## src/rtl/fetch_decode_queue.sv

```systemverilog
// Fetch-to-decode instruction queue: buffers {PC, PC+4, instr} and closes the PC loop back to fetch.
// Latency: pushed at edge N, visible on d_* from cycle N+1; stalls fetch via PC_enable when full without a pop.
module fetch_decode_queue #(
    parameter int DEPTH = 2,
    parameter int CNT_W = 2
) (
    input  logic             clk,
    input  logic             reset,
    input  logic [63:0]      f_PC,
    input  logic [63:0]      f_PC_plus4,
    input  logic [31:0]      f_instruction,
    output logic             PC_enable,
    output logic [63:0]      next_PC,
    output logic             branch_taken,
    input  logic             redirect,
    input  logic [63:0]      redirect_target,
    output logic             d_valid,
    input  logic             d_ready,
    output logic [63:0]      d_PC,
    output logic [63:0]      d_PC_plus4,
    output logic [31:0]      d_instruction,
    output logic [CNT_W-1:0] count
);
    localparam int PTR_W = $clog2(DEPTH);

    typedef struct packed {
        logic [63:0] pc;
        logic [63:0] pc_plus4;
        logic [31:0] instr;
    } entry_t;

    entry_t           mem [DEPTH];
    logic [PTR_W-1:0] rd_ptr;
    logic [PTR_W-1:0] wr_ptr;
    logic             push;
    logic             pop;

    // A full queue still accepts fetch when the head leaves in the same cycle.
    assign PC_enable    = !reset && (redirect || (count < CNT_W'(DEPTH)) || pop);
    assign next_PC      = redirect ? redirect_target : f_PC_plus4;
    assign branch_taken = redirect && !reset;

    assign d_valid = (count != '0) && !redirect;
    assign pop     = d_valid && d_ready;
    assign push    = !redirect && PC_enable;

    assign d_PC          = mem[rd_ptr].pc;
    assign d_PC_plus4    = mem[rd_ptr].pc_plus4;
    assign d_instruction = mem[rd_ptr].instr;

    always_ff @(posedge clk) begin
        if (push) begin
            mem[wr_ptr] <= '{pc: f_PC, pc_plus4: f_PC_plus4, instr: f_instruction};
        end
    end

    always_ff @(posedge clk) begin
        if (reset || redirect) begin
            rd_ptr <= '0;
            wr_ptr <= '0;
            count  <= '0;
        end else begin
            if (push) begin
                wr_ptr <= wr_ptr + PTR_W'(1);
            end
            if (pop) begin
                rd_ptr <= rd_ptr + PTR_W'(1);
            end
            case ({push, pop})
                2'b10:   count <= count + CNT_W'(1);
                2'b01:   count <= count - CNT_W'(1);
                default: count <= count;
            endcase
        end
    end
endmodule

```

## config.mk

```make
export PLATFORM = sky130hd
export DESIGN_NAME = fetch_decode_queue
export DESIGN_NICKNAME = d
export VERILOG_FILES = /design/src/rtl/fetch_decode_queue.sv
export SDC_FILE = /design/constraint.sdc
export NUM_CORES = 1
export LEC_CHECK = 0
export ABC_AREA = 0
export CAP_MARGIN = 5
export CORE_MARGIN = 8
export CORE_UTILIZATION = 47
export CTS_BUF_LIST = sky130_fd_sc_hd__clkbuf_8
export CTS_CLUSTER_DIAMETER = 150
export DETAILED_ROUTE_END_ITERATION = 6
export PLACE_DENSITY = 0.93
export SLEW_MARGIN = 10
export SYNTH_ARGS = -nofsm -noshare
export SYNTH_HDL_FRONTEND = slang
export SYNTH_SLANG_ARGS = --single-unit
```

## constraint.sdc

```tcl
create_clock -name clk -period 11.9 [get_ports clk]
set_input_delay 2.38 -clock clk [delete_from_list [all_inputs] [get_ports clk]]
set_output_delay 2.38 -clock clk [all_outputs]
set_load 0.02 [all_outputs]
```

==> results_dict.tcl, run 1 <==
set metrics [dict create \
    status "completed" \
    final_cell_mix "clkdlybuf4s50_1 (455), edfxtp_1 (320), mux2_2 (124)" \
    cts_buffers 52 \
    io_pins 457 \
    std_cell_rows 60 \
    critPathMaxFanout 72 \
    hold_depth 2 \
    layout_commonest_cell "clkdlybuf4s50_1" \
    critPathArrivalTime_ps 4160 \
    dp_slack_ps 5340 \
    gp_congestion 0.773 \
    pwr_density_cell_mw_per_mm2 130 \
    drt_iter0_drc 424 \
    nets 1318 \
    tns_ps 0 \
    ys_seq_area_share_pct 75.0 \
    htree_levels 2 \
    end_kind "output pin" \
    root_buffer "clkbuf_8" \
    skew_ps 9.88 \
    holdBufCountCts 0 \
    clk_latency_ps 530 \
    path_class "input pin to output pin" \
    wl_per_cell_um 23.2 \
    drive_above_1_share_pct 25.8 \
    use_met2_pct 35.5 \
    startpoint_type "input pin" \
    wirelength_um 33900 \
    synthCells 599 \
    relSlewSlack_pct 27.5 \
    cts_tree "built" \
    placed_area_sq_mm 0.0178 \
    setup_viol 0 \
    die_h_um 182 \
    drc 0 \
    fillers 1690 \
    area_growth_pct 44.1 \
    r2r_start "count[1]" \
    grt_pass1_wl_um 49300 \
    critPathRequiredTime_ps 9520 \
    grt_util_met3_pct 6.59 \
    place_hpwl_um 24600 \
    first_global_vias 8340 \
    start_util_pct 47.9 \
    multi_input_area_sq_mm 0.00305 \
    synth.avg_cell_area_sq_um 21.6 \
    viasPerCell 5.07 \
    vias 7421 \
    drtPass1Iterations 4 \
    fin_crit_ps 6540 \
    antenna_found_initial 1 \
    grt_use_met1_pct 20.4 \
    grt_max_degree 80 \
    hold_class "flip-flop to flip-flop" \
    ys_seq_elements 325 \
    ir_drop_mv 0.0948 \
    busiest_layer "met2" \
    finalHoldViolations 0 \
    final_cell_area_sq_mm 0.0187 \
    post-route-util_pct 69.0 \
    rrSetupSlack_ps 9590 \
    antenna_left 0 \
    syn-num-nets 828 \
    gr-total-overflow 0 \
    grt_usage_pct 19.5 \
    clock_path_buffers 3 \
    synthDistinctLibCells 19 \
    regArea_sq_mm 0.00971 \
    core_sq_mm 0.0270 \
    drv_cap 0 \
    yosysWarnings 0 \
    timing.final.crit_share_pct 55.0 \
    cts-resized-gates 0 \
    rr_endpoint "mem[0][122]" \
    design.die.area_sq_mm 0.0331 \
    reg2reg_depth 4 \
    rsz0062_at_grt "no" \
    cellLeakagePower_nw 6.49 \
    worst_pin_slew_ps 1090 \
    synthesis.area_sq_mm 0.0129 \
    io_buffer_count 456 \
    fmax_ghz 0.153 \
    hold_slack_ps 557 \
    post-cts-setup-buffers 0 \
    fin_ws_ps 5360 \
    cts.sinks 325 \
    clkSlewWorstSetupHoldPaths_ps 60 \
    slew_viol_final 0 \
    min_from "rd_ptr" \
    die_w_um 182 \
]
## state kept, by name, summed over array words and instances, names as in the netlist, named ones only
signal and flops:
mem 320, count 2, rd_ptr 1, wr_ptr 1
## synthesized netlist by cell type
library cell	instances	area (sq um)
edfxtp_1	320	9610
mux2_2	124	1400
mux2_4	100	1500
buf_2	15	75.1
buf_6	11	124
nor2_1	6	22.5
dfxtp_1	5	100
nor3_1	4	20.0
o21ai_0	2	10.0
xnor2_1	2	17.5
xor2_1	2	17.5
a21boi_1	1	7.51
and2_1	1	6.26
and3_1	1	6.26
ha_1	1	12.5
nand2_1	1	3.75
nand2b_1	1	6.26
nor2b_1	1	6.26
or3_1	1	6.26
## per-stage QoR
stage / power (mW) / cells
floorplan: 1.47 / 599
global placement: 1.64 / 1376
detailed placement: 1.66 / 1376
CTS: 2.46 / 1462
global route: 2.52 / 1463
finish: 2.43 / 1463
## worst max path at each step
stage,end,from
finish,next_PC[16],redirect
CTS,next_PC[35],redirect
detailed placement,next_PC[27],redirect
global placement,next_PC[27],redirect
floorplan,mem[0][0],redirect
global route,next_PC[19],redirect
## final cells by class
cell class / instances / area share [%]
diodes: 1 / 0.0134
clock buffers: 53 / 3.91
clock inverters: 33 / 0.691
multi-input cells: 248 / 16.4
flip-flops and latches: 325 / 52.1
well taps: 341 / 2.29
repair buffers: 462 / 24.7
## per-layer routing
| layer | up-vias | share of wire [%] |
|---|---|---|
| li1 | 3374 | - |
| met2 | 343 | 53 |
| met4 | 0 | 2.9 |
| met5 | - | 0 |
| met1 | 3649 | 36 |
| met3 | 55 | 8.4 |
## worst max-delay path, stage by stage
cell	delay, ps
buf_4	740
mux2_2	420
clkdlybuf4s50_1	550
## logic make-up after synthesis
kind of cell    share of synthesized area, %
xor+xnor                               0.271
simple gates                           0.599
buf+inv                                 1.54
compound gates                         0.135
mux                                     22.4
flops                                   75.0
fa+ha+maj                             0.0966
## report_power, final
part	switching, mW	total, mW	internal (mW)
clock	0.394	0.801	0.407
sequential	0.00954	1.31	1.30
combinational	0.142	0.322	0.180
total	0.545	2.43	1.89
Power figures use the tool's default switching activity.
==> run 2, diff against run 1 <==
Settings changed: CORE_UTILIZATION 47 to 42, PLACE_DENSITY 0.93 to 0.88.
Clock period 11.9 ns to 5.35 ns, I/O delays scaled along.
==> run 2 against run 1 <==
Compared with the run above:
- first-iteration DRC count down 37%
- clock skew rose by 1.2 ps
- combinational power is 120% higher
- hold slack better by 4.9 ps
- cell area is 1.2% higher
- highest routed layer unchanged
- clock-buffer cell count rose by 2
- clock power increased by 140%
- sequential cell count is the same
- die area up 11%
- wire length barely moved
- largest power group unchanged
==> results_dict.tcl, run 2 (synthesis results as in run 1) <==
set metrics [dict create \
    min_from "rd_ptr" \
    final_cell_area_sq_mm 0.0189 \
    stdcell_count 1522 \
    busiest_layer "met2" \
    io_pins 457 \
    io_buffer_count 456 \
    hold_depth 2 \
    cts.sinks 325 \
    clk_latency_ps 550 \
    hold_slack_ps 562 \
    grt_max_degree 81 \
    end_kind "output pin" \
    pwr_density_cell_mw_per_mm2 295 \
    path_cells "buf_4 -> mux2_2 -> clkdlybuf4s50_1" \
    worst_pin_slew_ps 975 \
    area_growth_pct 45.9 \
    slew_viol_final 0 \
    drtPass1Iterations 4 \
    place_hpwl_um 24800 \
    fin_ws_ps 1360 \
    r2r_start "count[1]" \
    final_cell_mix "clkdlybuf4s50_1 (455), edfxtp_1 (320), mux2_2 (124)" \
    critical_path_buf_inv_count 2 \
    nets 1320 \
    slowest_stage "dfxtp_4" \
    viasPerCell 4.84 \
    post-place-cells 1432 \
    grt_usage_pct 17.7 \
    slowest_delay_ps 910 \
    antenna_found_initial 0 \
    ir_drop_mv 0.240 \
    relSlewSlack_pct 35.0 \
    tns_ps 0 \
    cts_tree "built" \
    critPathMaxFanout 53 \
    critPathRequiredTime_ps 4280 \
    die_w_um 192 \
    largest_registers "mem (320), count (2)" \
    post-cts-setup-buffers 0 \
    setup_viol 0 \
    timing.final.crit_share_pct 74.6 \
    power_mw 5.57 \
    use_met2_pct 33.4 \
    root_buffer "clkbuf_8" \
    crit_family "buffers and inverters" \
    fin_crit_ps 3990 \
    rsz0062_at_grt "no" \
    holdBufCountCts 0 \
    cts_buffers 53 \
    antenna_left 0 \
    dp_slack_ps 1440 \
    design.die.area_sq_mm 0.0367 \
    start_util_pct 42.4 \
    cts-resized-gates 0 \
    startpoint_type "flip-flop" \
    clock_path_buffers 3 \
    gr-total-overflow 0 \
    placed_area_sq_mm 0.0179 \
    htree_levels 2 \
    gp_congestion 0.764 \
    max_flop_register "mem" \
    reg2reg_depth 3 \
    rr_endpoint "mem[1][117]" \
    vias 7371 \
    layout_commonest_cell "clkdlybuf4s50_1" \
    drt_iter0_drc 267 \
    rrSetupSlack_ps 3190 \
    critPathArrivalTime_ps 2920 \
    cellLeakagePower_nw 6.54 \
    finalHoldViolations 0 \
    grt_util_met3_pct 5.27 \
    grt_use_met1_pct 18.4 \
    first_global_vias 8339 \
    drv_cap 0 \
    status "completed" \
    largest_reg_flops 320 \
    grt_pass1_wl_um 49100 \
    post-route-util_pct 61.9 \
    core_sq_mm 0.0305 \
    path_class "flip-flop to output pin" \
    drive_above_1_share_pct 26.3 \
    die_h_um 192 \
    wirelength_um 33900 \
    hold_class "flip-flop to flip-flop" \
    std_cell_rows 64 \
    fmax_ghz 0.251 \
    clkSlewWorstSetupHoldPaths_ps 50 \
    skew_ps 11.1 \
    wl_per_cell_um 22.3 \
    drc 0 \
]
==> run 2: cell types whose count changed in the layout (fill, tap and decap cells not counted) <==
cell        delta
buf_12         +5
inv_1          -5
buf_4          -4
bufinv_16      +2
clkbuf_8       +2
clkinv_1       +1
clkinv_2       +1
clkinvlp_4     +1
diode_2        +1
==> run 2: cell type report <==
| class | instances | area, sq um |
|---|---|---|
| antenna | 2 | 5.00 |
| multi-input combinational | 248 | 3050 |
| clock inverter | 33 | 186 |
| clock buffer | 55 | 757 |
| timing repair buffer | 463 | 4680 |
| tap | 396 | 495 |
| fill | 2155 | 11600 |
| sequential | 325 | 9710 |
==> run 2: power breakdown <==
group	internal [mW]	switching (mW)	total (mW)
combinational	0.403	0.314	0.717
clock	1.04	0.904	1.94
sequential	2.89	0.0218	2.91
==> run 2: worst max-delay path by stage <==
stage	startpoint	end	slack (ps)	cells after the start
CTS	flip-flop	d_PC[53]	1290	3
floorplan	redirect	mem[0][0]	1090	4
detailed placement	redirect	next_PC[18]	1440	3
global placement	redirect	next_PC[18]	1500	3
global route	flip-flop	d_PC[61]	1240	3
finish	flip-flop	d_PC[53]	1360	3
==> run 2: worst register-to-register path: stages, from the launching register on <==
cell and delay, ps:
dfxtp_1 360, nand2b_1 180, and3_4 670, buf_4 570
==> run 2: routing by layer <==
layer	vias up	wire length, um
li1	3367	-
met1	3627	12100
met2	327	18500
met3	50	2570
met4	0	740
met5	-	0
